<file path="config.mk">
export PLATFORM = sky130hd
export DESIGN_NAME = stroke_gen
export DESIGN_NICKNAME = d
export VERILOG_FILES = /design/src/rtl/stroke_gen.sv
export SDC_FILE = /design/constraint.sdc
export NUM_CORES = 1
export LEC_CHECK = 0
export CAP_MARGIN = 20
export CORE_MARGIN = 10
export CORE_UTILIZATION = 25
export DETAILED_ROUTE_END_ITERATION = 8
export PLACE_DENSITY_LB_ADDON = 0.2
export SLEW_MARGIN = 20
export SYNTH_ARGS = -nofsm -noshare
export SYNTH_HDL_FRONTEND = slang
export SYNTH_SLANG_ARGS = --single-unit
</file>
<file path="constraint.sdc">
create_clock -name clk -period 8.27 [get_ports clk]
set_clock_uncertainty 0.2 [all_clocks]
set_input_delay 1.654 -clock clk [delete_from_list [all_inputs] [get_ports clk]]
set_output_delay 1.654 -clock clk [all_outputs]
set_load 0.01 [all_outputs]
</file>
<file path="src/rtl/stroke_gen.sv">
// stroke_gen: scales camera blob positions into 640x480 screen space, debounces
// the pen and rasterises a Bresenham line between successive points.
module stroke_gen #(
  parameter int LOST_COUNT = 3,
  parameter int MIRROR_X   = 0
) (
  input  logic       clk,
  input  logic       reset,
  input  logic       sample,
  input  logic [9:0] cam_x,
  input  logic [9:0] cam_y,
  output logic [9:0] px_x,
  output logic [8:0] px_y,
  output logic       px_valid,
  input  logic       px_ready,
  output logic       pen_down,
  output logic       busy,
  output logic       overrun,
  output logic [2:0] dbg_state
);

  // Handshake: px_valid rises together with px_x/px_y and holds them until
  // px_valid & px_ready is seen on a rising edge; only reset drops it early.

  typedef enum logic [2:0] {S_IDLE, S_SCALE, S_SETUP, S_STEP, S_EMIT} state_t;
  state_t state;

  logic [9:0] p0x, p1x, curx, pend_x, pend_y;
  logic [8:0] p0y, p1y, cury;
  logic       pend_v, blob_r, single;
  logic [3:0] lost;
  logic signed [11:0] dx, dy, err;
  logic       x_neg, y_neg;

  logic [9:0]  src_x, src_y, scl_x, mir_x;
  logic [8:0]  scl_y;
  logic [12:0] mul_x, mul_y;
  logic        blob;

  // A waiting sample always takes priority over a fresh one in IDLE.
  assign src_x = pend_v ? pend_x : cam_x;
  assign src_y = pend_v ? pend_y : cam_y;
  assign mul_x = 13'(src_x) * 13'd5;
  assign mul_y = 13'(src_y) * 13'd5;
  assign scl_x = 10'(mul_x >> 3);
  assign scl_y = 9'(mul_y >> 3);
  assign mir_x = (MIRROR_X != 0) ? 10'd639 - scl_x : scl_x;
  assign blob  = (src_y <= 10'd767);

  logic signed [11:0] x0s, y0s, x1s, y1s, adx, ady, err_nxt;
  logic signed [12:0] e2;
  logic step_x, step_y;

  assign x0s = signed'(12'(p0x));
  assign y0s = signed'(12'(p0y));
  assign x1s = signed'(12'(p1x));
  assign y1s = signed'(12'(p1y));
  assign adx = (x1s >= x0s) ? x1s - x0s : x0s - x1s;
  assign ady = (y1s >= y0s) ? y1s - y0s : y0s - y1s;
  assign e2      = signed'({err, 1'b0});
  assign step_x  = e2 >= signed'({dy[11], dy});
  assign step_y  = e2 <= signed'({dx[11], dx});
  assign err_nxt = err + (step_x ? dy : 12'sd0) + (step_y ? dx : 12'sd0);

  assign px_x      = curx;
  assign px_y      = cury;
  assign dbg_state = 3'(state);

  always_ff @(posedge clk or negedge reset) begin
    if (!reset) begin
      state    <= S_IDLE;
      p0x      <= '0;
      p0y      <= '0;
      p1x      <= '0;
      p1y      <= '0;
      curx     <= '0;
      cury     <= '0;
      pend_v   <= 1'b0;
      pend_x   <= '0;
      pend_y   <= '0;
      blob_r   <= 1'b0;
      single   <= 1'b0;
      lost     <= '0;
      dx       <= '0;
      dy       <= '0;
      err      <= '0;
      x_neg    <= 1'b0;
      y_neg    <= 1'b0;
      px_valid <= 1'b0;
      pen_down <= 1'b0;
      busy     <= 1'b0;
      overrun  <= 1'b0;
    end else begin
      overrun <= 1'b0;
      if (sample && state != S_IDLE) begin
        pend_v <= 1'b1;
        pend_x <= cam_x;
        pend_y <= cam_y;
        if (pend_v) overrun <= 1'b1;
      end
      case (state)
        S_IDLE: begin
          if (pend_v || sample) begin
            state  <= S_SCALE;
            busy   <= 1'b1;
            p1x    <= mir_x;
            p1y    <= scl_y;
            blob_r <= blob;
            single <= !pen_down;
            if (blob) begin
              pen_down <= 1'b1;
              lost     <= '0;
            end else if (lost < 4'(LOST_COUNT)) begin
              lost <= lost + 4'd1;
              if (lost + 4'd1 == 4'(LOST_COUNT)) pen_down <= 1'b0;
            end
            // Consuming the pending slot frees it for a same-cycle arrival.
            if (pend_v) begin
              pend_v <= sample;
              pend_x <= cam_x;
              pend_y <= cam_y;
            end
          end
        end
        S_SCALE: begin
          if (blob_r) begin
            state <= S_SETUP;
          end else begin
            state <= S_IDLE;
            busy  <= 1'b0;
          end
        end
        S_SETUP: begin
          p0x   <= p1x;
          p0y   <= p1y;
          dx    <= adx;
          dy    <= -ady;
          err   <= adx - ady;
          x_neg <= x1s < x0s;
          y_neg <= y1s < y0s;
          if (single) begin
            curx     <= p1x;
            cury     <= p1y;
            px_valid <= 1'b1;
            state    <= S_EMIT;
          end else if (p1x == p0x && p1y == p0y) begin
            state <= S_IDLE;
            busy  <= 1'b0;
          end else begin
            curx  <= p0x;
            cury  <= p0y;
            state <= S_STEP;
          end
        end
        S_STEP: begin
          err <= err_nxt;
          if (step_x) curx <= x_neg ? curx - 10'd1 : curx + 10'd1;
          if (step_y) cury <= y_neg ? cury - 9'd1 : cury + 9'd1;
          px_valid <= 1'b1;
          state    <= S_EMIT;
        end
        S_EMIT: begin
          if (px_ready) begin
            px_valid <= 1'b0;
            if (curx == p1x && cury == p1y) begin
              state <= S_IDLE;
              busy  <= 1'b0;
            end else begin
              state <= S_STEP;
            end
          end
        end
        default: begin
          state <= S_IDLE;
          busy  <= 1'b0;
        end
      endcase
    end
  end

endmodule

</file>
[Yosys cells after proc, flatten, opt, wreduce, memory -nomap -nowiden]
Index checks and enable logic that the tools add are counted.
Widths: inputs -> output; s select.
Storage, ports and cells
  register bits after elaboration: 129
  input port bits: 24
  output and inout port bits: 26
Cells by class
  add/subtract/negate cells: 13
  $mul: 2
  magnitude comparators: 8
  equal/unequal tests: 19
  multiplexer cells: 53
  bitwise operators: 1
  reductions and logical operators: 19
Operator list (count)
  $mux 10: 14
  $mux 12: 4
  $mux 9: 4
  $add 12x12->12: 2
  $pmux 12 s2: 1
  $sub 10x10->11: 2
  $eq 10x10->1: 2
  $pmux 10 s2: 1
  $sub 9x9->10: 2
  $eq 9x9->1: 2
  $ne 2x2->1 const B: 9
  $pmux 9 s2: 1
  $mux 1: 17
  $pmux 3 s5: 1
  $ge 13x12->1: 1
  $le 13x12->1: 1
  $mul 10x3->13 const B: 1
  $mul 10x3->12 const B: 1
  $neg 12->12: 1
  $reduce_and 3->1: 4
  $sub 12x12->12: 1
  $add 10x1->10 const B: 1
  $ge 10x10->1: 1
  $le 10x10->1 const B: 1
  28 further kinds: 40

[Logic depth before layout (Yosys ltp)]
Gate-level depths: netlist of run 1.
  depth in word-level cells: 6
  gate-level depth with buffers: 21

[Least setup slack after synthesis of run 1]
OpenSTA, ideal clock, no wires.
  path type: register to register
  start point: reg p1x[8]
  end point: reg err[10]
  data arrival time: 4167 ps
  required time: 7935 ps
  slack: 3768 ps
  cell stages (with the launch flop): 19
  path buffers: 2
  period minus slack after synthesis: 4502 ps
  cells stage by stage: dfrtp_1 ha_1 buf_2 nand2_1 nor4_1 nor4_1 a21oi_4 buf_2 mux2_2 fa_1 a21o_1 a21oi_1 o21bai_1 a2111oi_0 nor3_1 a31oi_1 xnor2_1 a22oi_1 o21ai_0
Between the ends
  cells in the longest elaborated chain, start to end: 4
  elaborated cells on any way between the ends: 6
Ends and longest elaborated chain
  start, declared: line 28  | logic [9:0] p0x, p1x, curx, pend_x, pend_y;
  start signal, assigned: line 106  | p1x <= mir_x;
  $ge 10x10->1: line 58  | assign adx = (x1s >= x0s) ? x1s - x0s : x0s - x1s;
  $mux 12: line 58
  net adx[1]: line 50  | logic signed [11:0] x0s, y0s, x1s, y1s, adx, ady, err_nxt;
  $sub 12x12->12: line 138  | err <= adx - ady;
  $pmux 12 s2: line 101  | case (state)
  end signal, assigned: line 138
  end signal, assigned: line 156  | err <= err_nxt;
  end, declared: line 32  | logic signed [11:0] dx, dy, err;
The timed path passes the listed nets, and every way through them passes these cells.
A chain may end at the register's enable or synchronous reset.

[Final worst setup path of run 1]
  start point: reg dx[10]
  end point: reg err[11]
Between the ends
  cells in the longest elaborated chain, start to end: 4
Ends and longest elaborated chain
  start, declared: line 32
  start signal, assigned: line 84  | dx <= '0;
  start signal, assigned: line 136  | dx <= adx;
  $le 13x12->1: line 62  | assign step_y = e2 <= signed'({dx[11], dx});
  $mux 12 (*): line 63  | assign err_nxt = err + (step_x ? dy : 12'sd0) + (step_y ? dx : 12'sd0);
  $add 12x12->12 (*): line 63
  $pmux 12 s2 (*): line 101
Every way passes the cells marked *; elsewhere a longest branch is shown, timed or not.

==> flow_metrics.tcl, run 1 <==
set metrics [dict create \
    status "finished, final reports clean" \
    maxCapViolations 0 \
    viasPerCell 4.680 \
    grt_overflow 0 \
    final_cell_mix "148 x nand2_1, 133 x o21ai_0, 131 x ha_1" \
    post_synth_num_cell_types 61 \
    die-area_um2 51490 \
    synth_edf_count 0 \
    drc 0 \
    fillerInstances 4437 \
    hold_depth 1 \
    dp_hpwl_um 22950 \
    ys.warnings.count 0 \
    boundaryPins 50 \
    crit_fanout 10 \
    drive_gt1_frac 0.07668 \
    antenna_left 0 \
    avgRoutedWirePerCell_um 16.36 \
    setup.worst_path.class "flop to flop" \
    hold_path_class "flop to flop" \
    cts_buffers 17 \
    drv_slew 0 \
    max_slew.worst_pin.slew_ns 0.9727 \
    portBuffers 49 \
    drt-initial-drc-count 447 \
    async_reset_ff_frac 1.000 \
    layout.nets 1428 \
    period_needed_ns 5.313 \
    final_common_cell "nand2_1" \
    cts_hold_buffers 0 \
    end_kind "flop" \
    rsz0062_at_grt "no" \
    clkLatencyLatePin_ns 0.44 \
    antenna_found_initial 1 \
    grt_max_degree 71 \
    start_util 0.2540 \
    critPathRequiredTime_ns 8.43 \
    gp_congestion 0.8336 \
    fin_setup_tns_ns 0 \
    antenna_cells 0 \
    track_usage 0.1197 \
    num_vias 8443 \
    syn-num-nets 1394 \
    syn_inst 1218 \
    clkSinkCount 128 \
    ys_seq_elements 128 \
    clock_path_buffers 2 \
    cts_setup_buffers 0 \
    clk_pin_slew_worst_paths_ns 0.07 \
    area_growth_pct 15.72 \
    r2r.worst_path.cells 20 \
    finalHoldViolations 0 \
    slew_headroom 0.3515 \
    grt_pass1_wl_um 48070 \
    htree_levels 4 \
    synth_seq_area_share 0.2993 \
    fp-row-count 75 \
    cts_tree "built" \
    grt_pass1_vias 8529 \
    fmax_mhz 188.2 \
    dieHeight_um 226.9 \
    cts-resized-gates 0 \
    synth_top_flop_cell "dfrtp_1" \
    setup_viol 0 \
    synth.cell_area_um2 10700 \
    syn_avg_cell_area_um2 8.787 \
    die_width_um 226.9 \
    totalWireLength_um 29510 \
    dr.pass1.iters 5 \
    fin_crit_sh 0.6425 \
    cp-start-kind "flop" \
    root_buffer "clkbuf_16" \
    worst_ep_arrival_time_ns 5.47 \
    core-area_um2 42130 \
]
## cells in the mapped netlist, types with 3 or more instances
| cell type | count | area [um2] |
|---|---|---|
| o21ai_1 | 4 | 20.02 |
| nor2_1 | 56 | 210.2 |
| o22ai_1 | 3 | 18.77 |
| inv_1 | 111 | 416.7 |
| mux2i_1 | 20 | 200.2 |
| xnor2_1 | 53 | 464.2 |
| o21a_1 | 5 | 37.54 |
| a211oi_1 | 6 | 45.04 |
| xor2_1 | 31 | 271.5 |
| o21bai_1 | 15 | 112.6 |
| nand4_1 | 12 | 75.07 |
| o31ai_1 | 7 | 52.55 |
| nor2b_1 | 12 | 75.07 |
| ha_1 | 131 | 1639 |
| buf_1 | 3 | 11.26 |
| nor3_1 | 13 | 65.06 |
| nand3_1 | 11 | 55.05 |
| o211ai_1 | 18 | 135.1 |
| and4_1 | 4 | 35.03 |
| a31oi_1 | 9 | 56.30 |
| a22oi_1 | 4 | 30.03 |
| nand2b_1 | 6 | 37.54 |
| nor4_1 | 6 | 37.54 |
| mux2_2 | 42 | 473.0 |
| dfrtp_1 | 128 | 3203 |
| fa_1 | 21 | 420.4 |
| buf_2 | 3 | 15.01 |
| clkbuf_1 | 36 | 135.1 |
| a21oi_1 | 73 | 365.4 |
| and3_1 | 5 | 31.28 |
| a21o_1 | 39 | 292.8 |
| nand2_1 | 148 | 555.5 |
| and2_1 | 17 | 106.4 |
| o21ai_0 | 133 | 665.6 |
## final timing paths
kind                                  endpoint            startpoint  slack (ns)
max                        err[11]$_DFFE_PN0P_    dx[10]$_DFFE_PN0P_        2.96
max reg2reg                err[11]$_DFFE_PN0P_    dx[10]$_DFFE_PN0P_        2.96
max in group asynchronous   err[5]$_DFFE_PN0P_                 reset        5.48
min reg2reg                 single$_DFFE_PN0P_  pen_down$_DFFE_PN0P_        0.30
min                         single$_DFFE_PN0P_  pen_down$_DFFE_PN0P_        0.30
min in group asynchronous  pend_x[7]$_DFF_PN0_                 reset        0.99
## flip-flops by register name, indices dropped and copies added (netlist names), 3 cells and up
name,cells
dbg_state,3
dx,11
dy,12
err,12
lost,4
p0x,10
p0y,9
p1x,10
p1y,9
pend_x,10
pend_y,10
px_x,10
px_y,9
## routing by layer
metal,GRT usage,up-vias,share of wire
met2,0.1857,128,0.44
met3,0.03010,28,0.043
met4,0.03636,0,0.018
met5,0,-,0
met1,0.1602,3987,0.50
li1,-,4300,-
## through the flow
stage                     cell area (um2)  setup WS, ns  instances    util  hold slack (ns)
after floorplan                     10700         3.768       1218       -           0.2623
after global routing                12390         2.395       1804  0.2940           0.3107
final                               12390         2.957       1804  0.2940           0.2985
after detailed placement            11770         2.877       1772  0.2794           0.2871
after CTS                           12390         2.861       1804  0.2940           0.3010
after global placement              11770         3.035       1772  0.2794           0.2807
## cell families (layout without fill, tap and decap cells)
family                   after synthesis  after routing  share of synthesized area
XOR/XNOR                              84             84                    0.06874
adder cells (fa/ha/maj)              153            153                     0.1934
flip-flops                           128            128                     0.2993
AND/OR/NAND/NOR                      301            301                     0.1288
multiplexers                          62             62                    0.06289
buffers and inverters                155            202                    0.05611
AO/OA/AOI/OAI                        335            335                     0.1908
## area by class of cell
class | instances | area (um2) | share of cell area
timing repair buffer | 59 | 566.8 | 0.04576
clock buffer | 20 | 456.7 | 0.03687
multi-input combinational | 935 | 6910 | 0.5579
sequential | 128 | 3203 | 0.2586
tap | 539 | 674.4 | 0.05445
clock inverter | 12 | 157.7 | 0.01273
inverter | 111 | 416.7 | 0.03364
## worst max-delay path, cell delays in order (launching register included)
cell,delay (ns)
dfrtp_1,0.44
inv_1,0.12
ha_1,0.32
and4_1,0.19
nand3_1,0.10
a211oi_1,0.21
nor3_1,0.14
nor2_1,0.68
nor2_1,0.14
fa_1,0.46
ha_1,0.23
inv_1,0.07
fa_1,0.19
nor2b_1,0.06
o21ai_0,0.22
a21oi_1,0.17
o41ai_1,0.54
o21ai_0,0.25
nor4_1,0.32
nor2_1,0.08
a31oi_1,0.13
Power of run 1 is not shown: default switching activity piles up to over one toggle a cycle in this logic, so the estimate is an artifact.
==> run 2, diff against run 1 <==
Clock period 8.27 ns to 5.4 ns, I/O delays scaled along.
==> run 2 against run 1 <==
Final area grew 0.47%. Cell count is 0.28% higher. Via count down 0.44%. Count of clock-buffer cells in the layout down 1. Worst hold slack got worse by 0.0010 ns. Non-clock buffer count increased by 5. Wire length increased by 1.5%. Fmax rose by 5.1%. Critical path depth shrank 2. Critical endpoint is now err[10]$_DFFE_PN0P_. Highest routed layer unchanged.
==> flow_metrics.tcl, run 2 (synthesis results as in run 1) <==
set metrics [dict create \
    status "finished, final reports clean" \
    clkSinkCount 128 \
    setup.worst_path.class "flop to flop" \
    clock_path_buffers 2 \
    cts_setup_buffers 0 \
    fin_setup_tns_ns 0 \
    finalHoldViolations 0 \
    maxCapViolations 0 \
    htree_levels 4 \
    fin_crit_sh 0.9362 \
    critPathRequiredTime_ns 5.50 \
    fin_area_um2 12440 \
    biggestRegsByFlops "dy: 12 flops, err: 12 flops, dx: 11 flops" \
    grt_max_degree 62 \
    final_cell_mix "148 x nand2_1, 133 x o21ai_0, 131 x ha_1" \
    hold_path_class "flop to flop" \
    start_util 0.2540 \
    cts-resized-gates 0 \
    antenna_cells 0 \
    placed_cells 1776 \
    grt_pass1_wl_um 49090 \
    core-area_um2 42130 \
    totalWireLength_um 29940 \
    crit_fanout 15 \
    fp-row-count 75 \
    die_width_um 226.9 \
    whs_ns 0.2975 \
    avgRoutedWirePerCell_um 16.55 \
    period_needed_ns 5.055 \
    drc 0 \
    grt_pass1_vias 8727 \
    slew_headroom 0.3388 \
    die-area_um2 51490 \
    rsz0062_at_grt "no" \
    worst_ep_arrival_time_ns 5.16 \
    cts_hold_buffers 0 \
    drt-initial-drc-count 413 \
    gp_congestion 0.8555 \
    clk_pin_slew_worst_paths_ns 0.06 \
    cts_tree "built" \
    fmax_mhz 197.8 \
    end_kind "flop" \
    viasPerCell 4.647 \
    boundaryPins 50 \
    cp-start-kind "flop" \
    dp_hpwl_um 23510 \
    drv_slew 0 \
    portBuffers 49 \
    num_vias 8406 \
    cts_buffers 17 \
    dpl_cell_area_um2 11800 \
    final_cells 1809 \
    max_slew.worst_pin.slew_ns 0.9894 \
    antenna_left 0 \
    fillerInstances 4441 \
    grt_overflow 0 \
    root_buffer "clkbuf_16" \
    track_usage 0.1221 \
    dr.pass1.iters 4 \
    final_common_cell "nand2_1" \
    antenna_found_initial 0 \
    dieHeight_um 226.9 \
    clkLatencyLatePin_ns 0.44 \
    area_growth_pct 16.27 \
    layout.nets 1433 \
    drive_gt1_frac 0.08268 \
    setup_viol 0 \
]
run 2: critical path, cell delays in order, from the launching register on:
cell and delay, ns:
dfrtp_1 0.43, inv_1 0.10, ha_1 0.17, inv_1 0.06, fa_1 0.39, a21o_1 0.20
a211oi_1 0.39, o21ai_4 0.21, mux2i_1 0.23, xor2_1 0.49, ha_1 0.37, a21oi_1 0.24
o21bai_1 0.13, a2111oi_0 0.55, nor3_1 0.19, a31oi_1 0.25, xnor2_1 0.08, a22oi_1 0.14
o21ai_0 0.11
run 2: final timing paths:
check,from,end,slack [ns],cells past startpoint
worst min-delay path,pend_x[4]$_DFF_PN0_,pend_x[4]$_DFF_PN0_,0.30,1
min in group asynchronous,reset,pend_x[7]$_DFF_PN0_,0.41,1
max in group asynchronous,reset,p1y[2]$_DFFE_PN0P_,3.56,2
worst min register to register,pend_x[4]$_DFF_PN0_,pend_x[4]$_DFF_PN0_,0.30,1
worst max register to register,p1y[0]$_DFFE_PN0P_,err[10]$_DFFE_PN0P_,0.34,18
worst max-delay path,p1y[0]$_DFFE_PN0P_,err[10]$_DFFE_PN0P_,0.34,18
run 2: metal layers:
| layer | track usage | up-vias | share of wire |
|---|---|---|---|
| met5 | 0 | - | 0 |
| met4 | 0.03051 | 0 | 0.010 |
| met3 | 0.02739 | 16 | 0.037 |
| met2 | 0.1890 | 108 | 0.44 |
| met1 | 0.1682 | 3976 | 0.51 |
| li1 | - | 4306 | - |
run 2: metrics by stage:
step	util	setup WS, ns
after floorplan	-	0.8982
after global placement	0.2801	0.2904
after detailed placement	0.2801	0.1800
after CTS	0.2947	0.1446
after global routing	0.2954	0.03096
final	0.2954	0.3447
run 2: layout make-up:
class | count | area, um2 | share of cell area
Clock buffer | 19 | 452.9 | 0.03640
Clock inverter | 13 | 161.4 | 0.01297
Inverter | 111 | 416.7 | 0.03348
Multi-Input combinational cell | 935 | 6932 | 0.5570
Sequential cell | 128 | 3203 | 0.2574
Tap cell | 539 | 674.4 | 0.05419
Timing Repair Buffer | 64 | 604.3 | 0.04856
Power of run 2 is left out for the same reason.
==> run 3, diff against run 2 <==
Settings changed: CTS_CLUSTER_DIAMETER from default to 60, DONT_BUFFER_PORTS from default to 1.
==> run 3 against run 2 <==
Die area unchanged. Non-clock buffer count down 50. Via count down 2.5%.
==> flow_metrics.tcl, run 3 (synthesis results as in run 1) <==
set metrics [dict create \
    die-area_um2 51490 \
    viasPerCell 4.658 \
    antenna_found_initial 0 \
    status "finished, final reports clean" \
    num_vias 8193 \
    fmax_mhz 199.2 \
    end_kind "flop" \
    grt_pass1_vias 8462 \
    fp-row-count 75 \
    root_buffer "clkbuf_16" \
    track_usage 0.1204 \
    htree_levels 4 \
    fin_crit_sh 0.9295 \
    antenna_cells 0 \
    rsz0062_at_grt "no" \
    cts_hold_buffers 0 \
    layout.nets 1383 \
    drv_slew 0 \
    clkLatencyLatePin_ns 0.43 \
    slew_headroom 0.3474 \
    setup_viol 0 \
    r2r.worst_path.cells 16 \
    crit_fanout 9 \
    finalHoldViolations 0 \
    clkSinkCount 128 \
    maxCapViolations 0 \
    drive_gt1_frac 0.08361 \
    cts_tree "built" \
    hold_path_class "input pin to async pin" \
    grt_overflow 0 \
    boundaryPins 50 \
    final_common_cell "nand2_1" \
    gp_congestion 0.8274 \
    grt_pass1_wl_um 48390 \
    biggestRegsByFlops "dy: 12 flops, err: 12 flops, dx: 11 flops" \
    worst_ep_arrival_time_ns 5.12 \
    dp_hpwl_um 23060 \
    setup.worst_path.class "flop to flop" \
    dp_slack_ns 0.2526 \
    final_cells 1759 \
    die_width_um 226.9 \
    period_needed_ns 5.019 \
    core-area_um2 42130 \
    antenna_left 0 \
    totalWireLength_um 29730 \
    portBuffers 0 \
    clk_pin_slew_worst_paths_ns 0.07 \
    cts_buffers 17 \
    fin_ws_ns 0.3806 \
    dr.pass1.iters 4 \
    critPathRequiredTime_ns 5.50 \
    fin_setup_tns_ns 0 \
    cp-start-kind "flop" \
    drc 0 \
    multi_input_area_um2 6923 \
    avgRoutedWirePerCell_um 16.90 \
    final_cell_mix "148 x nand2_1, 133 x o21ai_0, 131 x ha_1" \
    max_slew.worst_pin.slew_ns 0.9766 \
    placed_cells 1727 \
    drt-initial-drc-count 434 \
    dieHeight_um 226.9 \
    fillerInstances 4467 \
    grt_max_degree 129 \
    fin_util 0.2838 \
    regArea_um2 3203 \
    start_util 0.2540 \
    clock_path_buffers 2 \
    area_growth_pct 11.73 \
]
-- run 3: changes by cell type in the layout (fill, tap and decap cells not counted), sizes merged --
cell | before | now
buf | 16 | 14
bufinv | 3 | 4
clkbuf | 19 | 20
clkdlybuf4s50 | 48 | 0
clkinv | 8 | 2
clkinvlp | 1 | 3
inv | 112 | 114
-- run 3: path summary, 6_finish.rpt --
| check | startpoint | end | slack [ns] |
|---|---|---|---|
| min | reset | pend_x[7]$_DFF_PN0_ | 0.14 |
| min in group clk | pend_x[6]$_DFF_PN0_ | pend_x[6]$_DFF_PN0_ | 0.30 |
| max | p1x[8]$_DFFE_PN0P_ | err[10]$_DFFE_PN0P_ | 0.38 |
| max in group asynchronous | reset | p0x[8]$_DFFE_PN0P_ | 4.66 |
| min reg2reg | pend_x[6]$_DFF_PN0_ | pend_x[6]$_DFF_PN0_ | 0.30 |
| max reg2reg | p1x[8]$_DFFE_PN0P_ | err[10]$_DFFE_PN0P_ | 0.38 |
-- run 3: final cells by class --
type / instances / area share
Multi-Input combinational cell: 935 / 0.5789
Sequential cell: 128 / 0.2679
Tap cell: 539 / 0.05640
Clock buffer: 20 / 0.03819
Inverter: 111 / 0.03484
Clock inverter: 12 / 0.01496
Timing Repair Buffer: 14 / 0.008789
-- run 3: metal layers --
layer,vias up,routed length [um],track usage
li1,4213,-,-
met1,3863,14890,0.1619
met2,102,13090,0.1881
met3,15,1469,0.03269
met4,0,288,0.02770
met5,-,0,0
-- run 3: what timing repair did --
action,CTS,global route
setup buffers,0,0
gates resized for setup,0,2
setup endpoints to repair,0,1
endpoints found under the hold margin,0,0
-- run 3: worst max-delay path, stage by stage (launching register included) --
cell	delay, ns
dfrtp_1	0.48
ha_1	0.51
nand2_1	0.15
nor4_1	0.52
nor4_1	0.16
a21oi_4	0.24
mux2_2	0.43
fa_1	0.47
a21o_1	0.18
a21oi_1	0.22
o21bai_1	0.12
a2111oi_0	0.48
nor3_1	0.17
a31oi_1	0.22
xnor2_1	0.08
a22oi_1	0.14
o21ai_0	0.11
-- run 3: metrics by stage --
step | hold slack (ns) | cell area (um2)
after CTS | 0.1148 | 11950
final | 0.1427 | 11960
after detailed placement | 0.2867 | 11310
after global routing | 0.1161 | 11960
after global placement | 0.2803 | 11310
after floorplan | 0.2623 | 10700
Power of run 3 is left out for the same reason.
